File: src/rtl/mem_xbar.sv
// rtl/mem_xbar.sv - multi-master/multi-slave memory crossbar with one-entry request buffer per master
// Define MEM_XBAR_RR_EN for per-slave round-robin arbitration; otherwise the highest master index wins.
module mem_xbar #(
  parameter int MASTERS = 2,
  parameter int SLAVES = 3,
  parameter logic [SLAVES*32-1:0] BASE_ADDR = {32'h80000000, 32'h10000000, 32'h02000000},
  parameter logic [SLAVES*32-1:0] TOP_ADDR = {32'h80100000, 32'h10001000, 32'h0200C000}
) (
  input  logic                   clk,
  input  logic                   rst,
  input  logic [MASTERS-1:0]     m_valid,
  input  logic [MASTERS-1:0]     m_instr,
  input  logic [MASTERS*32-1:0]  m_addr,
  input  logic [MASTERS*32-1:0]  m_wdata,
  input  logic [MASTERS*4-1:0]   m_wstrb,
  output logic [MASTERS*32-1:0]  m_rdata,
  output logic [MASTERS-1:0]     m_ready,
  output logic [MASTERS-1:0]     m_err,
  output logic [SLAVES-1:0]      s_valid,
  output logic [SLAVES-1:0]      s_instr,
  output logic [SLAVES*32-1:0]   s_addr,
  output logic [SLAVES*32-1:0]   s_wdata,
  output logic [SLAVES*4-1:0]    s_wstrb,
  input  logic [SLAVES*32-1:0]   s_rdata,
  input  logic [SLAVES-1:0]      s_ready
);
  localparam int MW = (MASTERS > 1) ? $clog2(MASTERS) : 1;
  localparam int SW = (SLAVES > 1) ? $clog2(SLAVES) : 1;

  typedef enum logic [1:0] {M_IDLE, M_PEND, M_WAIT, M_ERR} mst_state_t;

  mst_state_t        mst_state [MASTERS];
  logic [31:0]       buf_addr  [MASTERS];
  logic [31:0]       buf_wdata [MASTERS];
  logic [3:0]        buf_wstrb [MASTERS];
  logic [SW-1:0]     buf_tgt   [MASTERS];
  logic [MASTERS-1:0] buf_instr;
  logic [SLAVES-1:0] slv_busy;
  logic [MW-1:0]     slv_owner [SLAVES];
`ifdef MEM_XBAR_RR_EN
  logic [MW-1:0]     rr_ptr    [SLAVES];
`endif

  logic [MASTERS-1:0] live_hit, req_act, req_instr, mst_gnt;
  logic [SW-1:0]      live_tgt  [MASTERS];
  logic [SW-1:0]      req_tgt   [MASTERS];
  logic [31:0]        req_addr  [MASTERS];
  logic [31:0]        req_wdata [MASTERS];
  logic [3:0]         req_wstrb [MASTERS];
  logic [SLAVES-1:0]  slv_gnt;
  logic [MW-1:0]      slv_win   [SLAVES];

  // Descending scan so overlapping windows resolve to the lowest slave index.
  always_comb begin
    for (int m = 0; m < MASTERS; m++) begin
      live_hit[m] = 1'b0;
      live_tgt[m] = '0;
      for (int i = SLAVES - 1; i >= 0; i--) begin
        if (m_addr[m*32 +: 32] >= BASE_ADDR[i*32 +: 32] && m_addr[m*32 +: 32] < TOP_ADDR[i*32 +: 32]) begin
          live_hit[m] = 1'b1;
          live_tgt[m] = SW'(i);
        end
      end
      if (mst_state[m] == M_PEND) begin
        req_act[m]   = 1'b1;
        req_tgt[m]   = buf_tgt[m];
        req_addr[m]  = buf_addr[m];
        req_wdata[m] = buf_wdata[m];
        req_wstrb[m] = buf_wstrb[m];
        req_instr[m] = buf_instr[m];
      end else begin
        req_act[m]   = (mst_state[m] == M_IDLE) && m_valid[m] && live_hit[m];
        req_tgt[m]   = live_tgt[m];
        req_addr[m]  = m_addr[m*32 +: 32];
        req_wdata[m] = m_wdata[m*32 +: 32];
        req_wstrb[m] = m_wstrb[m*4 +: 4];
        req_instr[m] = m_instr[m];
      end
    end
  end

  // A slave completing this cycle can be re-granted in the same cycle.
  always_comb begin
`ifdef MEM_XBAR_RR_EN
    int k;
`endif
    for (int i = 0; i < SLAVES; i++) begin
      slv_gnt[i] = 1'b0;
      slv_win[i] = '0;
`ifdef MEM_XBAR_RR_EN
      for (int off = MASTERS - 1; off >= 0; off--) begin
        k = (int'(rr_ptr[i]) + off) % MASTERS;
        if (req_act[k] && req_tgt[k] == SW'(i) && (!slv_busy[i] || s_ready[i])) begin
          slv_gnt[i] = 1'b1;
          slv_win[i] = MW'(k);
        end
      end
`else
      for (int m = 0; m < MASTERS; m++) begin
        if (req_act[m] && req_tgt[m] == SW'(i) && (!slv_busy[i] || s_ready[i])) begin
          slv_gnt[i] = 1'b1;
          slv_win[i] = MW'(m);
        end
      end
`endif
    end
  end

  always_comb begin
    mst_gnt = '0;
    for (int i = 0; i < SLAVES; i++)
      if (slv_gnt[i]) mst_gnt[slv_win[i]] = 1'b1;
  end

  // Outputs are forced low during reset so an aborted request never completes.
  always_comb begin
    s_valid = '0;
    s_instr = '0;
    s_addr  = '0;
    s_wdata = '0;
    s_wstrb = '0;
    m_ready = '0;
    m_err   = '0;
    m_rdata = '0;
    if (!rst) begin
      for (int i = 0; i < SLAVES; i++) begin
        if (slv_gnt[i]) begin
          s_valid[i]          = 1'b1;
          s_instr[i]          = req_instr[slv_win[i]];
          s_addr[i*32 +: 32]  = req_addr[slv_win[i]] - BASE_ADDR[i*32 +: 32];
          s_wdata[i*32 +: 32] = req_wdata[slv_win[i]];
          s_wstrb[i*4 +: 4]   = req_wstrb[slv_win[i]];
        end
        if (slv_busy[i] && s_ready[i]) begin
          m_ready[slv_owner[i]]                   = 1'b1;
          m_rdata[int'(slv_owner[i])*32 +: 32]    = s_rdata[i*32 +: 32];
        end
      end
      for (int m = 0; m < MASTERS; m++) begin
        if (mst_state[m] == M_ERR) begin
          m_ready[m] = 1'b1;
          m_err[m]   = 1'b1;
        end
      end
    end
  end

  always_ff @(posedge clk) begin
    if (rst) begin
      for (int m = 0; m < MASTERS; m++) begin
        mst_state[m] <= M_IDLE;
        buf_addr[m]  <= '0;
        buf_wdata[m] <= '0;
        buf_wstrb[m] <= '0;
        buf_tgt[m]   <= '0;
      end
      buf_instr <= '0;
      slv_busy  <= '0;
      for (int i = 0; i < SLAVES; i++) begin
        slv_owner[i] <= '0;
`ifdef MEM_XBAR_RR_EN
        rr_ptr[i]    <= '0;
`endif
      end
    end else begin
      for (int m = 0; m < MASTERS; m++) begin
        case (mst_state[m])
          M_IDLE: if (m_valid[m]) begin
            if (!live_hit[m]) mst_state[m] <= M_ERR;
            else if (mst_gnt[m]) mst_state[m] <= M_WAIT;
            else begin
              mst_state[m] <= M_PEND;
              buf_addr[m]  <= m_addr[m*32 +: 32];
              buf_wdata[m] <= m_wdata[m*32 +: 32];
              buf_wstrb[m] <= m_wstrb[m*4 +: 4];
              buf_instr[m] <= m_instr[m];
              buf_tgt[m]   <= live_tgt[m];
            end
          end
          M_PEND: if (mst_gnt[m]) mst_state[m] <= M_WAIT;
          M_WAIT: if (m_ready[m]) mst_state[m] <= M_IDLE;
          default: mst_state[m] <= M_IDLE;
        endcase
      end
      for (int i = 0; i < SLAVES; i++) begin
        if (slv_gnt[i]) begin
          slv_busy[i]  <= 1'b1;
          slv_owner[i] <= slv_win[i];
`ifdef MEM_XBAR_RR_EN
          rr_ptr[i]    <= MW'((int'(slv_win[i]) + 1) % MASTERS);
`endif
        end else if (s_ready[i]) begin
          slv_busy[i] <= 1'b0;
        end
      end
    end
  end
endmodule

File: config.mk
export PLATFORM = sky130hd
export DESIGN_NAME = mem_xbar
export DESIGN_NICKNAME = d
export VERILOG_FILES = /design/src/rtl/mem_xbar.sv
export SDC_FILE = /design/constraint.sdc
export NUM_CORES = 1
export LEC_CHECK = 0
export ABC_AREA = 1
export BUFFER_PORTS_ARGS = -buffer_cell sky130_fd_sc_hd__buf_2
export CAP_MARGIN = 20
export CORE_AREA = 2 2 199 201
export CTS_BUF_LIST = sky130_fd_sc_hd__clkbuf_4
export DETAILED_ROUTE_END_ITERATION = 8
export DIE_AREA = 0 0 201 203
export SLEW_MARGIN = 20
export SYNTH_ARGS = -nofsm -noshare
export SYNTH_HDL_FRONTEND = slang
export SYNTH_SLANG_ARGS = --single-unit
File: constraint.sdc
create_clock -name clk -period 7.56 [get_ports clk]
set_input_delay 0 -clock clk [delete_from_list [all_inputs] [get_ports clk]]
set_output_delay 0 -clock clk [all_outputs]
set_load 0.005 [all_outputs]
==> flow_summary_export.csv <==
group,metric,value,unit
run_status,status,"finished clean",
worst_hold_path,min_path_type,"input pin to register",
place,place.gp.congestion,1.02,
grt,overflow,0,
drt,wl_met1,22600,µm
grt,grtUsageTotal,27.1,%
drt,drt_iter0_drc,1123,
sta,maxSlewViolCount,0,
clocking,clk_path_buf_depth,2,
die,coreArea,38500,µm²
setup_path,cp_data_required_time,7.56,ns
layout,final_area,17500,µm²
drt,totalWireLength,57300,µm
layout,final_nets,2579,
grt,grt_pass1_wl,86900,µm
drt,drtPass1Iterations,7,
drt,remaining_drc_errors,0,
sta,setup_viol,0,
layout,layout_commonest_cell,"buf_2",
power,ir_drop,170,µV
clocking,clock-sinks,152,
sta,clock_skew,0.0372,ns
setup_path,max_stage_delay,0.64,ns
place,hpwl,41300,µm
setup_path,crit_slowest_cell,"nand3b_4",
clocking,cts_buffers,17,
synth,synth_ff_type,"edfxtp_1",
setup_path,crit_chain,"nand2_2 > clkinv_2 > nand2_1 > nand2_1 > a21oi_1 > nand3b_4 > buf_4 > o21ai_1 > ha_1 > xor2_1 > nor2_1 > buf_2",
layout,final_cell_mix,"buf_2, nor2_1, nand2_1, inv_1, a21oi_1",
setup_path,crit_top_cell,"nand2_1",
sta,period_share,63.6,%
clocking,clockRootBuffer,"clkbuf_4",
sta,setup-tns-final,0,ns
layout,area_delta_synth_final,35.0,%
clocking,cts_setup_buffers,0,
synth,synthArstFlopShare,0,%
drt,route.met2.wl,28600,µm
setup_path,crit_type,"register to primary output",
drt,antenna_left,0,
grt,grt_pass1_vias,14900,
synth,synth_edf_count,147,
synth,syn_inst,1788,
power,p_per_area,208,nW/µm²
die,die-area,40800,µm²
drt,top_layer_used,"met4",
sta,rsz0062_at_grt,"no",
die,ios,519,
sta,finalCriticalPeriod,4.81,ns
setup_path,crit_path_end_kind,"primary output",
synth,yosys_warnings,0,
setup_path,cp-start-kind,"register",
sta,worst_pin_slew,1.09,ns
drt,via_per_inst,5.32,
die,dieHeight,203,µm
grt,antenna_found_initial,7,
layout,nFillCells,3965,
die,die_w,201,µm
setup_path,worstPathArrival,4.81,ns
sta,hold_violations,0,
setup_path,ff2ff_setup_slack,3.04,ns
clocking,cts-htree-levels,4,
synth,mappedNetlistArea,12900,µm²
drt,vias,15300,
sta,clock.fmax,208,MHz
die,num_rows,72,
setup_path,cp_top_family,"buffers and inverters",
setup_path,path_max_fanout,72,
clocking,clk_latency,0.58,ns
grt,grt_max_degree,116,
place,dpl-instance-area,15700,µm²
drt,wire_per_inst,19.9,µm
synth,synthesis.nets,2031,
clocking,cts_tree,"done",
power,power.leakage,8.13,nW
synth,avgSynthCellArea,7.24,µm²
synth,yosysUniqueCellTypes,48,
die,start_util,33.7,%
clocking,path_clk_slew,0.15,ns
layout,drive_gt1_share,29.7,%
drt,route.met3.wl,3880,µm
setup_path,cp_num_buf_inv,3,
synth,synth_seq_cells,152,
job,drv_cap,0,
place,io_buffer_count,518,
synth,ys_seq_area_share,34.9,%
sta,slew_headroom,27.6,%
==> final timing paths <==
check                                 start                             end  cells after the start
setup / recovery  mst_state[1][0]$_DFFE_PP_                      s_addr[62]                     12
hold / removal                   m_valid[1]       mst_state[1][1]$_DFFE_PP_                      5
setup reg to reg  mst_state[1][0]$_DFFE_PP_  buf_wdata[0][13]$_SDFFCE_PN0P_                     11
hold reg to reg   buf_instr[0]$_SDFFE_PP0P_       buf_instr[0]$_SDFFE_PP0P_                      2
==> synthesized netlist by cell type (7+ instances only) <==
master | instances | share of area, %
a211oi_1 | 110 | 6.4
a211oi_2 | 18 | 1.7
a21boi_0 | 50 | 2.9
a21boi_1 | 11 | 0.64
a21oi_1 | 149 | 5.8
a221oi_1 | 7 | 0.47
a22oi_1 | 66 | 3.8
a31oi_1 | 27 | 1.3
buf_1 | 11 | 0.32
buf_2 | 39 | 1.5
buf_4 | 10 | 0.58
clkbuf_1 | 91 | 2.6
edfxtp_1 | 147 | 34
inv_1 | 179 | 5.2
inv_2 | 14 | 0.41
nand2_1 | 237 | 6.9
nand3_1 | 32 | 1.2
nor2_1 | 261 | 7.6
o21a_1 | 59 | 3.4
o21ai_0 | 148 | 5.7
or2_2 | 59 | 2.9
==> flip-flops by register name (all words and copies together) (netlist names) <==
signal,flops
buf_addr,64
buf_wdata,64
buf_wstrb,8
buf_tgt,4
mst_state,4
slv_busy,3
slv_owner,3
buf_instr,2
==> tightest hold or removal path, stage by stage <==
cell and delay [ns]:
buf_2 0.10, nand2_1 0.12, nor3_1 0.07, inv_1 0.07, nand3_1 0.12
==> what timing repair did <==
| item | 4_1_cts | 5_1_grt |
|---|---|---|
| resized for setup | 0 | 0 |
| hold endpoints to repair | 147 | 0 |
| hold buffers | 143 | 0 |
==> cells by family (layout without fill, tap and decap cells) <==
group                      Yosys count  count (layout)  share of synthesized area (%)
and+or+nand+nor                    625             625                           20.9
DFF                                152             152                           34.9
adders and majority gates            2               2                          0.193
buffers and inverters              348             908                           11.0
xor gates and xnor gates             3               3                          0.203
muxes                                1               1                         0.0773
AOI/OAI and AO/OA                  657             657                           32.8
other                                0               8                              0
==> report_power, final <==
group | switching [mW] | internal [mW] | total, mW
Combinational | 1.40 | 0.697 | 2.09
Clock | 0.347 | 0.203 | 0.551
Sequential | 0.0230 | 0.971 | 0.994
==> metrics by stage <==
stage                     hold WS (ns)  total power, mW  util, %  setup slack [ns]  instances
after CTS                       0.0521             3.64     45.4              2.65       2866
after floorplan                 0.0371             2.33        -             0.641       1788
after detailed placement         0.227             3.03     40.9              2.68       2692
final                           0.0953             3.64     45.5              2.75       2874
after global routing             0.123             3.90     45.4              2.35       2873
after global placement           0.230             3.02     40.9              2.79       2692
==> final cells by class <==
class                           instances  area, µm²  share of cell area [%]
Antenna cell                            8       20.0                   0.114
Timing Repair Buffer                  684       4200                    24.0
Tap cell                              518        648                    3.71
Clock inverter                         14        165                   0.945
Clock buffer                           17        128                   0.730
Inverter                              193        726                    4.15
Multi-Input combinational cell       1288       7080                    40.5
Sequential cell                       152       4510                    25.8
==> metal layers <==
metal / up-vias / track usage, %
li1: 7282 / -
met1: 7196 / 31.9
met2: 714 / 48.0
met3: 108 / 4.96
met4: 0 / 12.1
met5: - / 0
No activity file was read; power rests on OpenSTA's default activity.
